## src/rtl/fnd_scan_pkg.sv

```systemverilog
// Shared constants and helpers for the FND scan decoder: segment patterns,
// decoded code values and digit-select to position mapping.
package fnd_scan_pkg;

    localparam logic [6:0] SEG_0     = 7'h40;
    localparam logic [6:0] SEG_1     = 7'h79;
    localparam logic [6:0] SEG_2     = 7'h24;
    localparam logic [6:0] SEG_3     = 7'h30;
    localparam logic [6:0] SEG_4     = 7'h19;
    localparam logic [6:0] SEG_5     = 7'h12;
    localparam logic [6:0] SEG_6     = 7'h02;
    localparam logic [6:0] SEG_7     = 7'h78;
    localparam logic [6:0] SEG_8     = 7'h00;
    localparam logic [6:0] SEG_9     = 7'h10;
    localparam logic [6:0] SEG_BLANK = 7'h7F;

    localparam logic [3:0] CODE_BLANK = 4'hE;
    localparam logic [3:0] CODE_DOT   = 4'hF;

    // Returns {valid, pos}; valid only for an active-low one-hot select.
    function automatic logic [2:0] com_to_pos(input logic [3:0] com);
        logic [2:0] res;
        case (com)
            4'b1110: res = 3'b100;
            4'b1101: res = 3'b101;
            4'b1011: res = 3'b110;
            4'b0111: res = 3'b111;
            default: res = 3'b000;
        endcase
        return res;
    endfunction

endpackage

```

## src/rtl/fnd_scan_decoder_if.sv

```systemverilog
// Frame hand-off bus between the scan decoder (master) and the UART/FIFO
// consumer (slave): BCD digits, dot flags and a valid/ready handshake.
interface fnd_scan_decoder_if;
    logic [15:0] frame_digits;
    logic [3:0]  frame_dots;
    logic        frame_valid;
    logic        frame_ready;

    modport master (
        output frame_digits,
        output frame_dots,
        output frame_valid,
        input  frame_ready
    );

    modport slave (
        input  frame_digits,
        input  frame_dots,
        input  frame_valid,
        output frame_ready
    );
endinterface

```

## src/rtl/fnd_seg_decode.sv

```systemverilog
// Combinational 7-segment to BCD decoder. With FND_DOT_CAPTURE_EN defined the
// active-low dp bit is reported and 0x7F with dp lit becomes the dot-only code.
module fnd_seg_decode
    import fnd_scan_pkg::*;
(
    input  logic [7:0] data,
    output logic [3:0] code,
    output logic       is_num,
    output logic       is_err,
    output logic       dp
);

    // Pattern lookup on data[6:0]; dp handling depends on the build option.
    always_comb begin
        code   = CODE_BLANK;
        is_num = 1'b0;
        is_err = 1'b0;
`ifdef FND_DOT_CAPTURE_EN
        dp     = ~data[7];
`else
        dp     = data[7] & 1'b0;
`endif
        case (data[6:0])
            SEG_0:     begin code = 4'd0; is_num = 1'b1; end
            SEG_1:     begin code = 4'd1; is_num = 1'b1; end
            SEG_2:     begin code = 4'd2; is_num = 1'b1; end
            SEG_3:     begin code = 4'd3; is_num = 1'b1; end
            SEG_4:     begin code = 4'd4; is_num = 1'b1; end
            SEG_5:     begin code = 4'd5; is_num = 1'b1; end
            SEG_6:     begin code = 4'd6; is_num = 1'b1; end
            SEG_7:     begin code = 4'd7; is_num = 1'b1; end
            SEG_8:     begin code = 4'd8; is_num = 1'b1; end
            SEG_9:     begin code = 4'd9; is_num = 1'b1; end
            SEG_BLANK: code = dp ? CODE_DOT : CODE_BLANK;
            default:   is_err = 1'b1;
        endcase
    end

endmodule

```

## src/rtl/fnd_scan_decoder.sv

```systemverilog
// Samples the multiplexed FND bus, captures stable patterns, rebuilds the
// 4-digit frame and offers it over a valid/ready handshake.
// Optional build macro: FND_DOT_CAPTURE_EN (dp capture into frame_dots).
module fnd_scan_decoder
    import fnd_scan_pkg::*;
#(
    parameter int STABLE_CYCLES  = 4,
    parameter int TIMEOUT_CYCLES = 200000,
    parameter int CNT_W          = 18
) (
    input  logic                       clk,
    input  logic                       reset,
    input  logic [3:0]                 fnd_com,
    input  logic [7:0]                 fnd_data,
    fnd_scan_decoder_if.master         frame_if,
    output logic                       seg_err,
    output logic                       overflow,
    output logic                       link_idle
);

    localparam int STB_W = $clog2(STABLE_CYCLES + 1);
    localparam logic [STB_W-1:0] STB_MAX  = STB_W'(STABLE_CYCLES);
    localparam logic [STB_W-1:0] STB_FIRE = STB_W'(STABLE_CYCLES - 1);
    localparam logic [CNT_W-1:0] TO_MAX   = CNT_W'(TIMEOUT_CYCLES);

    logic [3:0]       smp_com_r, hold_com_r;
    logic [7:0]       smp_data_r, hold_data_r;
    logic [STB_W-1:0] stb_cnt_r, stb_cnt_s;
    logic [3:0]       seen_r, seen_s;
    logic [15:0]      digit_sh_r, digit_sh_s;
    logic [3:0]       dot_sh_r, dot_sh_s;
    logic [15:0]      frame_digits_r, frame_digits_s;
    logic [3:0]       frame_dots_r, frame_dots_s;
    logic             frame_valid_r, frame_valid_s;
    logic             seg_err_r, seg_err_s;
    logic             overflow_r, overflow_s;
    logic [CNT_W-1:0] to_cnt_r, to_cnt_s;
    logic             link_idle_r, link_idle_s;

    logic [2:0]       smp_pos_s, hold_pos_s;
    logic             same_s, capture_s, complete_s, slot_free_s;
    logic [3:0]       dec_code_s;
    logic             dec_num_s, dec_err_s, dec_dp_s;

    // hold_* is the newest sample already confirmed by the run counter,
    // so it is the value taken on capture.
    fnd_seg_decode u_seg_decode (
        .data   (hold_data_r),
        .code   (dec_code_s),
        .is_num (dec_num_s),
        .is_err (dec_err_s),
        .dp     (dec_dp_s)
    );

    assign smp_pos_s  = com_to_pos(smp_com_r);
    assign hold_pos_s = com_to_pos(hold_com_r);
    assign same_s     = (smp_com_r == hold_com_r) && (smp_data_r == hold_data_r);
    assign capture_s  = (stb_cnt_r == STB_FIRE) && hold_pos_s[2];

    // Stability run counter and idle-timeout counter.
    always_comb begin
        stb_cnt_s   = stb_cnt_r;
        to_cnt_s    = to_cnt_r;
        link_idle_s = 1'b0;
        seg_err_s   = capture_s && dec_err_s;
        if (!smp_pos_s[2] || !same_s) begin
            stb_cnt_s = {STB_W{1'b0}};
        end else if (stb_cnt_r < STB_MAX) begin
            stb_cnt_s = stb_cnt_r + {{(STB_W-1){1'b0}}, 1'b1};
        end else begin
            stb_cnt_s = stb_cnt_r;
        end
        if (capture_s) begin
            to_cnt_s = {CNT_W{1'b0}};
        end else if (to_cnt_r < TO_MAX) begin
            to_cnt_s = to_cnt_r + {{(CNT_W-1){1'b0}}, 1'b1};
        end else begin
            to_cnt_s = to_cnt_r;
        end
        link_idle_s = !capture_s && (to_cnt_s == TO_MAX);
    end

    // Frame assembly and handshake; a completion clears seen before any
    // simultaneous capture marks its own position again.
    always_comb begin
        seen_s         = seen_r;
        digit_sh_s     = digit_sh_r;
        dot_sh_s       = dot_sh_r;
        frame_digits_s = frame_digits_r;
        frame_dots_s   = frame_dots_r;
        frame_valid_s  = frame_valid_r;
        overflow_s     = 1'b0;
        complete_s     = (seen_r == 4'b1111);
        slot_free_s    = !frame_valid_r || frame_if.frame_ready;
        if (complete_s) begin
            seen_s = 4'b0000;
            if (slot_free_s) begin
                frame_digits_s = digit_sh_r;
                frame_dots_s   = dot_sh_r;
                frame_valid_s  = 1'b1;
                dot_sh_s       = 4'b0000;
            end else begin
                overflow_s = 1'b1;
            end
        end else if (frame_valid_r && frame_if.frame_ready) begin
            frame_valid_s = 1'b0;
        end else begin
            frame_valid_s = frame_valid_r;
        end
        if (capture_s && dec_num_s) begin
            digit_sh_s[{hold_pos_s[1:0], 2'b00} +: 4] = dec_code_s;
            seen_s[hold_pos_s[1:0]]                   = 1'b1;
        end else begin
            seen_s = seen_s;
        end
        if (capture_s && dec_dp_s) begin
            dot_sh_s[hold_pos_s[1:0]] = 1'b1;
        end else begin
            dot_sh_s = dot_sh_s;
        end
    end

    // State registers with synchronous active-low reset.
    always_ff @(posedge clk) begin
        if (!reset) begin
            smp_com_r      <= 4'b0000;
            smp_data_r     <= 8'h00;
            hold_com_r     <= 4'b0000;
            hold_data_r    <= 8'h00;
            stb_cnt_r      <= {STB_W{1'b0}};
            seen_r         <= 4'b0000;
            digit_sh_r     <= 16'h0000;
            dot_sh_r       <= 4'b0000;
            frame_digits_r <= 16'h0000;
            frame_dots_r   <= 4'b0000;
            frame_valid_r  <= 1'b0;
            seg_err_r      <= 1'b0;
            overflow_r     <= 1'b0;
            to_cnt_r       <= {CNT_W{1'b0}};
            link_idle_r    <= 1'b0;
        end else begin
            smp_com_r      <= fnd_com;
            smp_data_r     <= fnd_data;
            hold_com_r     <= smp_com_r;
            hold_data_r    <= smp_data_r;
            stb_cnt_r      <= stb_cnt_s;
            seen_r         <= seen_s;
            digit_sh_r     <= digit_sh_s;
            dot_sh_r       <= dot_sh_s;
            frame_digits_r <= frame_digits_s;
            frame_dots_r   <= frame_dots_s;
            frame_valid_r  <= frame_valid_s;
            seg_err_r      <= seg_err_s;
            overflow_r     <= overflow_s;
            to_cnt_r       <= to_cnt_s;
            link_idle_r    <= link_idle_s;
        end
    end

    assign frame_if.frame_digits = frame_digits_r;
    assign frame_if.frame_dots   = frame_dots_r;
    assign frame_if.frame_valid  = frame_valid_r;
    assign seg_err               = seg_err_r;
    assign overflow              = overflow_r;
    assign link_idle             = link_idle_r;

endmodule

```

## src/flat_wrapper.sv

```systemverilog
// flat-port wrapper written by rule: the top's interface ports become plain ports
module fnd_scan_decoder_flat import fnd_scan_pkg::*;
#(
    parameter int STABLE_CYCLES  = 4,
    parameter int TIMEOUT_CYCLES = 200000,
    parameter int CNT_W          = 18
)
  (clk, reset, fnd_com, fnd_data, seg_err, overflow, link_idle, frame_if_frame_digits, frame_if_frame_dots, frame_if_frame_valid, frame_if_frame_ready);
  fnd_scan_decoder_if frame_if_i ();
  input  logic clk;
  input  logic reset;
  input  logic [3:0] fnd_com;
  input  logic [7:0] fnd_data;
  output logic seg_err;
  output logic overflow;
  output logic link_idle;
  output wire logic [$bits(frame_if_i.frame_digits)-1:0] frame_if_frame_digits;
  output wire logic [$bits(frame_if_i.frame_dots)-1:0] frame_if_frame_dots;
  output wire logic [$bits(frame_if_i.frame_valid)-1:0] frame_if_frame_valid;
  input wire logic [$bits(frame_if_i.frame_ready)-1:0] frame_if_frame_ready;
  assign frame_if_frame_digits = frame_if_i.frame_digits;
  assign frame_if_frame_dots = frame_if_i.frame_dots;
  assign frame_if_frame_valid = frame_if_i.frame_valid;
  assign frame_if_i.frame_ready = frame_if_frame_ready;
  fnd_scan_decoder #(.STABLE_CYCLES(STABLE_CYCLES), .TIMEOUT_CYCLES(TIMEOUT_CYCLES), .CNT_W(CNT_W)) u_core (.clk(clk), .reset(reset), .fnd_com(fnd_com), .fnd_data(fnd_data), .frame_if(frame_if_i), .seg_err(seg_err), .overflow(overflow), .link_idle(link_idle));
endmodule
```

## config.mk

```make
export PLATFORM = sky130hd
export DESIGN_NAME = fnd_scan_decoder_flat
export DESIGN_NICKNAME = d
export VERILOG_FILES = /design/src/rtl/fnd_scan_pkg.sv /design/src/rtl/fnd_scan_decoder_if.sv /design/src/rtl/fnd_seg_decode.sv /design/src/rtl/fnd_scan_decoder.sv /design/src/flat_wrapper.sv
export SDC_FILE = /design/constraint.sdc
export NUM_CORES = 1
export LEC_CHECK = 0
export ABC_AREA = 1
export CAP_MARGIN = 20
export CORE_MARGIN = 10
export CORE_UTILIZATION = 50
export DETAILED_ROUTE_END_ITERATION = 8
export PLACE_DENSITY = 0.78
export SLEW_MARGIN = 10
export SYNTH_ARGS = -nofsm -noshare
export SYNTH_HDL_FRONTEND = slang
export SYNTH_HIERARCHICAL = 1
export SYNTH_SLANG_ARGS = --single-unit
```

## constraint.sdc

```tcl
create_clock -name clk -period 2.04 [get_ports clk]
set_clock_uncertainty 0.15 [all_clocks]
set_input_delay 0.51 -clock clk [delete_from_list [all_inputs] [get_ports clk]]
set_output_delay 0.51 -clock clk [all_outputs]
set_load 0.02 [all_outputs]
```

==> results summary, run 1 <==
The flow ran to the end, and the final reports show no timing, DRC or antenna violations. The total buffers and inverters traversed by the critical path came out at 1. The dominant register cell in the synthesized netlist is dfxtp_1. Ranked by instance count, the synthesized netlist is headed by nand2_1, nor2_1, dfxtp_1.

The number of vias in the routed layout is 4,025. After technology mapping, the gate count stands at 627. When the netlist entered floorplanning its net count stood at 652. Detailed placement finished with a half-perimeter wire length of 7075 µm. The tree is rooted in a clkbuf_8. The worst hold slack is 0.2807 ns.

The relative max-transition margin came out at 56.64%. In the final layout, the multi-input gates occupy 0.002291 mm². The power per standard cell area came out at 608.6 mW/mm². The routed wirelength normalized by instance count is 12.44 µm. The async set-or-reset flop fraction in the synthesized netlist is 0%.

The share of the Yosys chip area taken by registers is 41.70%. The total die area is 0.01311 mm². Walking the worst path, the cells encountered are clkdlybuf4s50_1. The area of the mapped netlist came out at 0.004464 mm².

The worst setup path is captured at an output port. In the routed design, unresolved DRC markers number 0. The vertical die dimension is 114.5 µm. The cell internal power dissipation is 2415 µW. After floorplanning, the core was sized to cover 0.008721 mm². The via density per instance came out at 5.069. The largest net degree at the start of global routing came out at 35. Yosys instantiated no cell more often than nand2_1. The count of final hold-check violations is 0.

The number of synthesized register bits is 93. For this design, the slowest cell found on the critical path is clkdlybuf4s50_1. Of the total power, the clock network draws 36.5%. The net total in the final layout is 706. Summed over its instances, the top area cell type makes up 41.70% of the synthesized netlist area. The clock network latency to the later pin of the worst-skew pair is 0.36 ns. The detailed router finished its first iteration with 225 violations. The combinational cell fraction of total power came out at 6.5%.

The period utilization came out at 97.37%. The worst setup path is of the reg2out kind. The first-pass GRT wire length came out at 16,530 µm.

During I/O placement, the number of pins put on the boundary was 39. Among cell families on the critical path, the largest total delay comes from buffers and inverters. Yosys attributes the largest share of cell area to dfxtp_1, nand2_1, nor2_1. The TritonCTS clock tree is built. In the global route stage, overall resource usage came out at 14.91%.

The routed design has 9877 µm of wire. Yosys mapped a number of flops with a built-in enable equal to 0. CTS saw 93 sinks. The initial core utilization came out at 51.19%. The H-tree depth is 3. The worst setup path is launched from a flop. The proportion of layout cells with a drive suffix above 1 is 16.47%. The proportion of power drawn by flip-flops and latches is 56.9%.

The leakage power of the design is 0.002581 µW. The antenna diode count came out at 0. The fraction of power spent switching nets is 26.50%. The floorplan has 34 rows. The synthesized design spends more area on one cell type than any other, namely dfxtp_1. In the final layout, flip-flops and latches occupy 0.001879 mm².

The number of global-route vias before repair came out at 3,815. The peak supply drop is 0.0004039 V. The slew at the pin with the worst max-slew slack is 0.6497 ns. The critical-path maximum fanout is 2.

The horizontal die dimension came out at 114.5 µm. The number of search-and-repair iterations in the first detailed-routing pass came out at 6. The time the worst path needs with I/O delays and setup came out at 1.986 ns. The clock input transition at the sequential cells of the worst setup and hold paths came out at 0.11 ns. Setup total negative slack on the finished layout was measured at 0 ns. The layout filler cell count came out at 758.

The net switching power figure came out at 870.6 µW. The total of buffers placed on input and output ports is 38. Each instance of the synthesized netlist takes up on average 7.120 µm². The longest clock path from root to sink contains 2 buffers.

The routability congestion estimate is 0.8764. The count of maximum capacitance violations came out at 0. The number of antenna violations at the first check in global routing came out at 0. Data on the critical path arrives at its endpoint at 1.33 ns. The max-slew violation count is 0. Synthesis instantiated 39 different standard cells from the library. The number of warnings issued by yosys came out at 6. The worst stage delay on the critical path is 0.61 ns. The total grt overflow is 0. Once detail routing completed, the nets flagged for antenna violations numbered 0.

The worst endpoint required time came out at 1.38 ns. The highest clock frequency the design can meet is 503.4 MHz. In this run the worst hold path is classified as reg2reg. The area growth from synthesis to layout is 20.94%. The CTS buffer count came out at 9.

Setup violations remaining at the end of the flow were counted as 0.
==> cell type report <==
class | instances | share of cell area, %
timing repair buffer | 61 | 10.98
clock inverter | 7 | 1.437
sequential | 93 | 34.81
tap | 108 | 2.503
clock buffer | 9 | 2.294
multi-input combinational | 437 | 42.43
inverter | 79 | 5.539
==> flip-flops by register name (all words and copies together), names as in the netlist, 3 cells and up <==
signal and flops:
u_core/frame_if.frame_dots 4, u_core/stb_cnt_r 3, u_core/hold_com_r 4, u_core/smp_com_r 4, u_core/hold_data_r 8, u_core/dot_sh_r 4
u_core/smp_data_r 8, u_core/frame_if.frame_digits 16, u_core/digit_sh_r 16, u_core/to_cnt_r 18, u_core/seen_r 4
==> cells in the final DEF, fill, tap and decap left out, types with 2 or more instances in the layout <==
cell	n
a211oi_1	2
a21oi_1	31
a21oi_2	2
buf_12	2
buf_4	21
clkbuf_8	9
clkdlybuf4s50_1	32
clkinv_1	2
clkinv_8	2
dfxtp_1	83
dfxtp_2	8
dfxtp_4	2
dlymetal6s2s_1	6
ha_1	8
inv_1	65
inv_2	11
inv_6	2
nand2_1	147
nand2_2	13
nand2_4	5
nand3_1	28
nand3_2	7
nand3_4	2
nand4_1	17
nor2_1	92
nor2_2	8
nor2_4	6
nor3_1	5
nor3_2	2
o21ai_0	29
o22ai_1	3
or3_1	5
xor2_1	11
==> worst register-to-register path: stages, from the launching register on <==
cell     delay, ns
dfxtp_1       0.35
inv_1         0.09
nand2_1       0.08
nor2_2        0.14
nand2_1       0.11
nand2_2       0.11
nor2_4        0.04
nand2_2       0.09
inv_2         0.08
nor2_8        0.14
nand2_4       0.09
or3_1         0.33
a21oi_2       0.12
==> worst paths after layout <==
path | startpoint | end | slack (ns) | cells past startpoint
setup / recovery | u_core/frame_if.frame_digits[3] | frame_if_frame_digits[3] | 0.05 | 1
hold reg to reg | u_core/smp_data_r[6] | u_core/hold_data_r[6] | 0.28 | 2
setup reg to reg | u_core/hold_data_r[1] | u_core/digit_sh_r[10] | 0.08 | 12
hold / removal | u_core/smp_data_r[6] | u_core/hold_data_r[6] | 0.28 | 2
==> power by group through the flow <==
| stage | sequential, µW | combinational [µW] | clock (µW) |
|---|---|---|---|
| 4_1_cts | 1870 | 202 | 1230 |
| 5_1_grt | 1880 | 239 | 1310 |
| 6_report | 1870 | 215 | 1200 |
| 3_3_place_gp | 1910 | 191 | 0 |
| 3_5_place_dp | 1910 | 199 | 0 |
| 2_1_floorplan | 1910 | 132 | 0 |
==> timing repair <==
| action | 4_1_cts | 5_1_grt |
|---|---|---|
| resized for setup | 7 | 31 |
| setup buffers | 0 | 6 |
| setup endpoints to repair | 9 | 23 |
| hold buffers | 0 | 0 |
| pin swaps | 0 | 6 |
==> logic make-up after synthesis <==
family | after synthesis | synth area share, %
AND/OR/NAND/NOR | 340 | 35.20
XOR/XNOR | 12 | 2.354
AO/OA/AOI/OAI | 74 | 9.305
other | 1 | 0.08400
flip-flops | 93 | 41.70
buffers and inverters | 97 | 8.548
adder cells (fa/ha/maj) | 10 | 2.803
==> stage by stage <==
| step | instances | instance area, µm² | worst slack (ns) | total power [µW] | utilization (%) |
|---|---|---|---|---|---|
| finish | 794 | 5399 | 0.05357 | 3286 | 61.91 |
| global route | 794 | 5399 | -0.03619 | 3425 | 61.91 |
| CTS | 788 | 5248 | 0.01061 | 3305 | 60.17 |
| detailed placement | 772 | 5035 | -0.1075 | 2111 | 57.73 |
| global placement | 772 | 5035 | -0.03115 | 2102 | 57.73 |
| floorplan | 627 | 4464 | 0.06236 | 2038 | - |
==> layer usage <==
layer	routed length, µm	track usage (%)	up-vias
li1	-	-	2091
met1	4502	18.10	1835
met2	4774	25.37	87
met3	469	2.673	12
met4	130	5.931	0
met5	0	0	-
Power figures use the tool's default switching activity.
==> run 2: changes to the inputs <==
--- a/config.mk
+++ b/config.mk
@@ -10,9 +10,8 @@
 export CORE_MARGIN = 10
 export CORE_UTILIZATION = 50
 export DETAILED_ROUTE_END_ITERATION = 8
-export PLACE_DENSITY = 0.78
+export PLACE_DENSITY = 0.79
 export SLEW_MARGIN = 10
 export SYNTH_ARGS = -nofsm -noshare
 export SYNTH_HDL_FRONTEND = slang
-export SYNTH_HIERARCHICAL = 1
 export SYNTH_SLANG_ARGS = --single-unit
==> run 2 against run 1 <==
Effect of this change: register-to-register slack gained 0.07 ns; total power shrank 3.9%; maximum frequency shrank 0.12%; hold slack gained 0.015 ns; critical path type unchanged.
==> results summary, run 2 <==
The clock network latency to the later pin of the worst-skew pair came out at 0.37 ns. The H-tree depth is 3. The hold buffer count at cts is 0. 0 antenna diodes ended up in the layout. The number of antenna violations at the first check in global routing is 0. The number of flip-flops under the largest register name is 18. The area of the placeable core is 0.007687 mm². The time the worst path needs with I/O delays and setup is 1.989 ns. The TritonCTS clock tree is built.

The die is 108.7 µm wide. In this run the biggest area consumer among cell types represents 43.23% of the synthesized area. The proportion of layout cells with a drive suffix above 1 came out at 11.62%. VDD sags by at most 0.0004160 V.

The total buffers and inverters traversed by the critical path came out at 1. The startpoint identified for the worst register-to-register timing path is u_core.stb_cnt_r[0]. The worst endpoint required time came out at 1.38 ns. The total I/O pin count is 39. The synthesized instance count is 559. The worst-case register-to-register setup slack came out at 0.15 ns. For this run, the post-layout net count is 630.

In the routed design, unresolved DRC markers number 0. For this design, the sink count on the clock tree is 85. The wire length reported by the detailed router is 8658 µm. The setup path with the least slack is of type reg2out. Dividing the synthesized area by the synthesized cell count gives 7.042 µm². The buffers inserted during post-CTS setup optimization is 0.

Port buffering added 34 buffers. dfxtp_1 takes more of the synthesized area than any other cell. The max-slew violation count came out at 0. The routed wirelength normalized by instance count came out at 12.14 µm. The area growth from synthesis to layout came out at 20.92%. The final cell count without fillers is 713.

The dominant register cell in the synthesized netlist is dfxtp_1. Counting distinct cell types in the post-synthesis netlist gives 36. Routability-driven placement finished with a final weighted congestion of 0.9288.

STA classifies the critical path endpoint as an output port. Yosys attributes the largest share of cell area to dfxtp_1, nand2_1, nor2_1. The first global-routing pass estimated 15,050 µm of wire. The number of global-route vias before repair came out at 3,481. For this design, the slowest cell found on the critical path is clkdlybuf4s50_1.

The vertical die dimension came out at 108.7 µm. The power per standard cell area came out at 663.6 mW/mm². The worst hold path stage count came out at 2. The number of DRC markers in iteration 0 is 150. Among cell families on the critical path, the largest total delay comes from buffers and inverters.

The highest clock frequency the design can meet is 502.8 MHz. The placed wire-length estimate after detailed placement is 6349 µm. The number of cells on the worst reg-to-reg path came out at 11. In the routed layout, each cell is associated on average with a via count of 4.952.

The total setup violations reported at the end of the flow is 0. The endpoint arrival time on the critical path came out at 1.33 ns. The leakage power of the design is 0.002211 µW. The clock root buffer is clkbuf_8.

The buffer depth of the longest clock path is 2. The share of the yosys chip area belonging to registers is 43.23%. The total negative slack for setup checks is 0 ns. The number of synthesized register bits came out at 85. The most frequent standard cell in the layout excluding fill and tap cells is nand2_1. The signal on the critical path passes through clkdlybuf4s50_1. The path class of the lowest-slack min-delay path is reg2reg. The critical-path maximum fanout is 2. The register containing the most flip-flops in the final layout is u_core.to_cnt_r.

The number of search-and-repair iterations in the first detailed-routing pass is 5. The overall routing resource usage came out at 15.53%. The number of enable flip-flop cells after synthesis is 0. The clock input transition at the sequential cells of the worst setup and hold paths came out at 0.09 ns.

The cell area that synthesis handed to floorplanning was 0.003936 mm². The total grt overflow is 0. The count of maximum capacitance violations came out at 0. The critical hold path startpoint is u_core.smp_data_r[6]. Fill cells in the final layout number 704.

The number of warnings issued by yosys came out at 0. The library cells used most frequently in the layout, excluding fill and tap cells, are nand2_1, nor2_1, inv_1. The CTS buffer count is 9.

Counting flops with an async set or reset pin after synthesis yields a share of 0%. Setup repair after global routing could not meet its margin everywhere. In the post-synthesis netlist, the cell with the most instances is nand2_1.

The largest net degree at the start of global routing came out at 42. The count of final hold-check violations is 0. The number of placement rows is 32.

The count of placed standard cells including taps is 697. The worst register-to-register path ends at u_core.link_idle. The flow ran to the end, and the final reports show no timing, DRC or antenna violations. The number of vias in the routed layout came out at 3,531. The number of antenna-violating nets in the routed design is 0. For hold timing, the worst endpoint is u_core.hold_data_r[6].

The initial core utilization came out at 51.20%. The total die area came out at 0.01182 mm². On the worst path, the slowest cell contributes a delay of 0.62 ns. In the synthesized netlist, the cells that appear most often are nand2_1, nor2_1, dfxtp_1. The period utilization is 97.49%.

The worst setup path is launched from a flop.
## run 2: cell families after synthesis
logic type,Yosys count,share of synthesized area (%)
adder cells (fa/ha/maj),9,2.861
flip-flops,85,43.23
buffers and inverters,103,10.49
XOR/XNOR,14,3.115
AO/OA/AOI/OAI,62,8.741
other,1,0.09527
AND/OR/NAND/NOR,285,31.47
## run 2: where the power goes
| part | internal, µW | total [µW] | switching [µW] | leakage, µW |
|---|---|---|---|---|
| registers | 1690 | 1710 | 28.5 | 0.000693 |
| logic | 97.3 | 222 | 125 | 0.00142 |
| clock network | 602 | 1220 | 620 | 0.0000959 |
| total | 2390 | 3160 | 773 | 0.00221 |
## run 2: worst max-delay path by stage
stage	end	start	depth (start not counted)	slack (ns)
6_report	frame_if_frame_digits[14]	u_core.frame_if.frame_digits[14]	1	0.05
3_5_place_dp	u_core.link_idle	u_core.to_cnt_r[0]	13	0.01
4_1_cts	u_core.link_idle	u_core.to_cnt_r[0]	13	0.02
5_1_grt	u_core.digit_sh_r[1]	u_core.hold_com_r[3]	10	-0.04
3_3_place_gp	u_core.link_idle	u_core.to_cnt_r[0]	13	0.1
2_1_floorplan	u_core.digit_sh_r[1]	u_core.hold_com_r[3]	10	0.06
## run 2: timing repair
item | CTS | global route
gates resized for setup | 1 | 26
pin swaps | 0 | 1
setup endpoints to repair | 1 | 17
## run 2: area by class of cell
type	count	area, µm²	area share (%)
sequential	85	1712	35.96
clock buffer	11	141.4	2.971
multi-input combinational	374	1908	40.09
timing repair buffer	51	493.0	10.36
tap	102	127.6	2.681
clock inverter	5	58.81	1.236
inverter	85	319.1	6.703
## run 2: per-layer routing
| metal | global-route usage, % | up-vias | routed length [µm] |
|---|---|---|---|
| met5 | 0 | - | 0 |
| met3 | 4.012 | 13 | 515 |
| li1 | - | 1836 | - |
| met1 | 17.45 | 1598 | 3747 |
| met4 | 7.815 | 0 | 179 |
| met2 | 26.72 | 84 | 4216 |
## run 2: through the flow
stage / utilization [%] / hold WS, ns / total power, µW / setup slack, ns / instance area, µm²
final: 61.91 / 0.2959 / 3159 / 0.05115 / 4760
after global routing: 61.91 / 0.3321 / 3289 / -0.03628 / 4760
after CTS: 60.84 / 0.2996 / 3163 / 0.02345 / 4677
after detailed placement: 58.20 / 0.2869 / 1960 / 0.01116 / 4474
after global placement: 58.20 / 0.2850 / 1950 / 0.09839 / 4474
after floorplan: - / 0.2780 / 1889 / 0.06300 / 3948
==> run 3: changes to the inputs <==
--- a/config.mk
+++ b/config.mk
@@ -11,6 +11,7 @@
 export CORE_UTILIZATION = 50
 export DETAILED_ROUTE_END_ITERATION = 8
 export PLACE_DENSITY = 0.79
+export SKIP_LAST_GASP = 1
 export SLEW_MARGIN = 10
 export SYNTH_ARGS = -nofsm -noshare
 export SYNTH_HDL_FRONTEND = slang
==> constraint.sdc (replaced) <==
create_clock -name clk -period 1.82 [get_ports clk]
set_clock_uncertainty 0.15 [all_clocks]
set_input_delay 0.455 -clock clk [delete_from_list [all_inputs] [get_ports clk]]
set_output_delay 0.455 -clock clk [all_outputs]
set_load 0.02 [all_outputs]
==> run 3 against run 2 <==
Effect of this change: the flow now finishes with violations (negative setup slack); clock power grew 8%; final area grew 12%; utilization grew 7.6 points; worst setup slack lost 0.077 ns; first-iteration DRC count grew 15%; non-clock buffer count grew 40; register-to-register slack lost 0.18 ns; sequential power grew 12%; sequential share of layout area shrank 3.2 points; sequential cell count is the same.
==> results summary, run 3 (synthesis results as in run 2) <==
The via density per instance is 5.036. The endpoint arrival time on the critical path came out at 2.00 ns. The routability congestion estimate came out at 0.8639. The number of flip-flops under the largest register name came out at 18. The vertical die dimension is 108.7 µm.

The clock input transition at the sequential cells of the worst setup and hold paths came out at 0.09 ns. The clock root buffer is clkbuf_8. The critical path is of the reg2reg type. The checks that failed: negative setup slack. The worst setup timing slack at the placement stage came out at -0.09177 ns. The critical-path maximum fanout is 5. The initial core utilization is 51.20%. Summed over all failing endpoints, the final setup total negative slack is -0.02603 ns. The count of final hold-check violations is 0. The cell that appears most often on the critical path is nand2_1. The total of buffers placed on input and output ports came out at 34.

The min-delay analysis places its worst path in the category reg2reg. The H-tree depth is 3. The worst register-to-register path begins at u_core.to_cnt_r[8].

The endpoint identified for the worst register-to-register timing path is u_core.link_idle. The horizontal die dimension is 108.7 µm. The critical path goes through nand2_2 -> nand3_2 -> nand2_2 -> nand2_4 -> buf_6 -> nor2_4 -> nand2_1 -> nand2_1 -> nand2_1 -> nor2_1 -> nand2_1 -> nor2_1 -> nand2_1 -> nor2_1.

The number of antenna-violating nets in the routed design came out at 0. The buffer depth of the longest clock path came out at 2. The proportion of layout cells with a drive suffix above 1 is 28.83%. The area growth from synthesis to layout is 35.70%. The clock network fraction of total power came out at 37.1%. The net total in the final layout came out at 671. The highest clock frequency the design can meet came out at 541.7 MHz. The placed wire-length estimate after detailed placement came out at 6627 µm. The area of the placeable core came out at 0.007687 mm². The antenna diode count is 0. The library cell used most frequently in the layout, excluding fill and tap cells, is nand2_1.

The total setup violations reported at the end of the flow is 1. The power per standard cell area came out at 668.9 mW/mm². The max-slew violation count was 0. The combinational cell fraction of total power is 9.2%. The time the worst path needs with I/O delays and setup came out at 1.846 ns. Tracing the worst setup path back leads to its startpoint at u_core.to_cnt_r[8]. The number of global-route vias before repair is 3,480. The fraction of the core area covered by cells at the end of the flow is 69.48%.

The number of sinks on the clock net came out at 85. On the critical path, the stage with the largest delay is an instance of dfxtp_4. In the layout the commonest cells are nand2_1, nor2_1, inv_1. The final critical-path setup slack came out at -0.02603 ns. After detailed routing, the number of remaining DRC violations is 0. The count of maximum capacitance violations came out at 0. The worst stage delay on the critical path came out at 0.38 ns. The CTS buffer count came out at 9. The later pin in the worst-skew pair is clocked with a latency of 0.38 ns.

The first-pass GRT wire length is 14,750 µm. The proportion of power drawn by flip-flops and latches is 53.8%. The number of search-and-repair iterations in the first detailed-routing pass came out at 4.

In this run, post-CTS hold repair placed 0 buffers. The worst-case register-to-register setup slack came out at -0.03 ns. The total die area is 0.01182 mm². The number of vias in the routed layout came out at 3,797. The number of cells on the worst reg-to-reg path came out at 14.

The flow ran to the end, but the final reports show violations. The fraction of power spent switching nets came out at 25.81%. The total I/O pin count is 39.

Setup repair after global routing could not meet its margin everywhere. The worst endpoint required time is 1.98 ns. The worst setup path is captured at a flop.

The filler cells instantiated in the layout total 600. STA classifies the critical path startpoint as a flop. The period utilization came out at 101.4%. The number of placement rows came out at 32. Counting flops per register, the top entry is u_core.to_cnt_r.

The routed wirelength normalized by instance count is 13.15 µm. The number of antenna violations at the first check in global routing is 0. The leakage power of the design came out at 0.002590 µW. Across all hold checks on the routed design, the worst slack comes to 0.2905 ns. In this run the power spent charging and discharging nets is 922.1 µW. Wires add up to 9915 µm. The largest net degree at the start of global routing is 36. The cell internal power dissipation is 2651 µW. Global routing consumed, over all layers together, 15.20% of the routing resources. The worst-case IR drop observed on VDD is 0.0004447 V. TritonCTS built the clock tree. The number of DRC markers in iteration 0 came out at 172.

The critical path ends at u_core.link_idle. The total grt overflow came out at 0.
## run 3: worst max-delay path: cells and delay by family, from the launching register on
kind                   cells  cell delay [ns]
buffers and inverters      1             0.13
flip-flops                 1             0.38
AND/OR/NAND/NOR           13             1.14
## run 3: per-stage QoR
| stage | std cells | power [µW] | area [µm²] |
|---|---|---|---|
| global placement | 725 | 2208 | 4690 |
| global route | 754 | 3689 | 5341 |
| detailed placement | 725 | 2218 | 4690 |
| floorplan | 562 | 2118 | 3965 |
| finish | 754 | 3573 | 5341 |
| CTS | 743 | 3507 | 4936 |
## run 3: what timing repair did
item	in CTS	in global routing
setup endpoints to repair	39	21
buffers inserted	2	10
pin swaps	7	29
gates cloned	0	1
gates resized for setup	45	103
## run 3: how the worst min path moves through the flow
| stage | start | to | slack [ns] | cells past startpoint |
|---|---|---|---|---|
| final | u_core.smp_data_r[6] | u_core.hold_data_r[6] | 0.29 | 2 |
| after global routing | u_core.smp_data_r[6] | u_core.hold_data_r[6] | 0.31 | 2 |
| after CTS | u_core.smp_data_r[6] | u_core.hold_data_r[6] | 0.29 | 2 |
| after detailed placement | u_core.smp_data_r[7] | u_core.hold_data_r[7] | 0.29 | 2 |
| after global placement | u_core.smp_data_r[6] | u_core.hold_data_r[6] | 0.28 | 2 |
| after floorplan | u_core.smp_data_r[5] | u_core.hold_data_r[5] | 0.28 | 2 |
## run 3: layer usage
layer  track usage (%)  wire, µm  vias to the layer above
met4             7.250       201                        0
met1             17.23      4144                     1763
met3             3.658       496                       20
li1                  -         -                     1926
met5                 0         0                        -
met2             26.34      5073                       88
## run 3: power by group through the flow
| stage | clock network, µW | logic, µW | registers [µW] |
|---|---|---|---|
| final | 1320 | 327 | 1920 |
| after CTS | 1320 | 273 | 1920 |
| after global placement | 0 | 251 | 1960 |
| after detailed placement | 0 | 259 | 1960 |
| after floorplan | 0 | 164 | 1950 |
| after global routing | 1410 | 357 | 1920 |
## run 3: final cells by class
class | instances | area (µm²) | share of cell area [%]
repair buffers | 91 | 770.7 | 14.43
clock inverters | 4 | 30.03 | 0.5622
well taps | 102 | 127.6 | 2.389
clock buffers | 12 | 165.2 | 3.092
flip-flops and latches | 85 | 1749 | 32.75
multi-input cells | 375 | 2168 | 40.60
inverters | 85 | 330.3 | 6.184
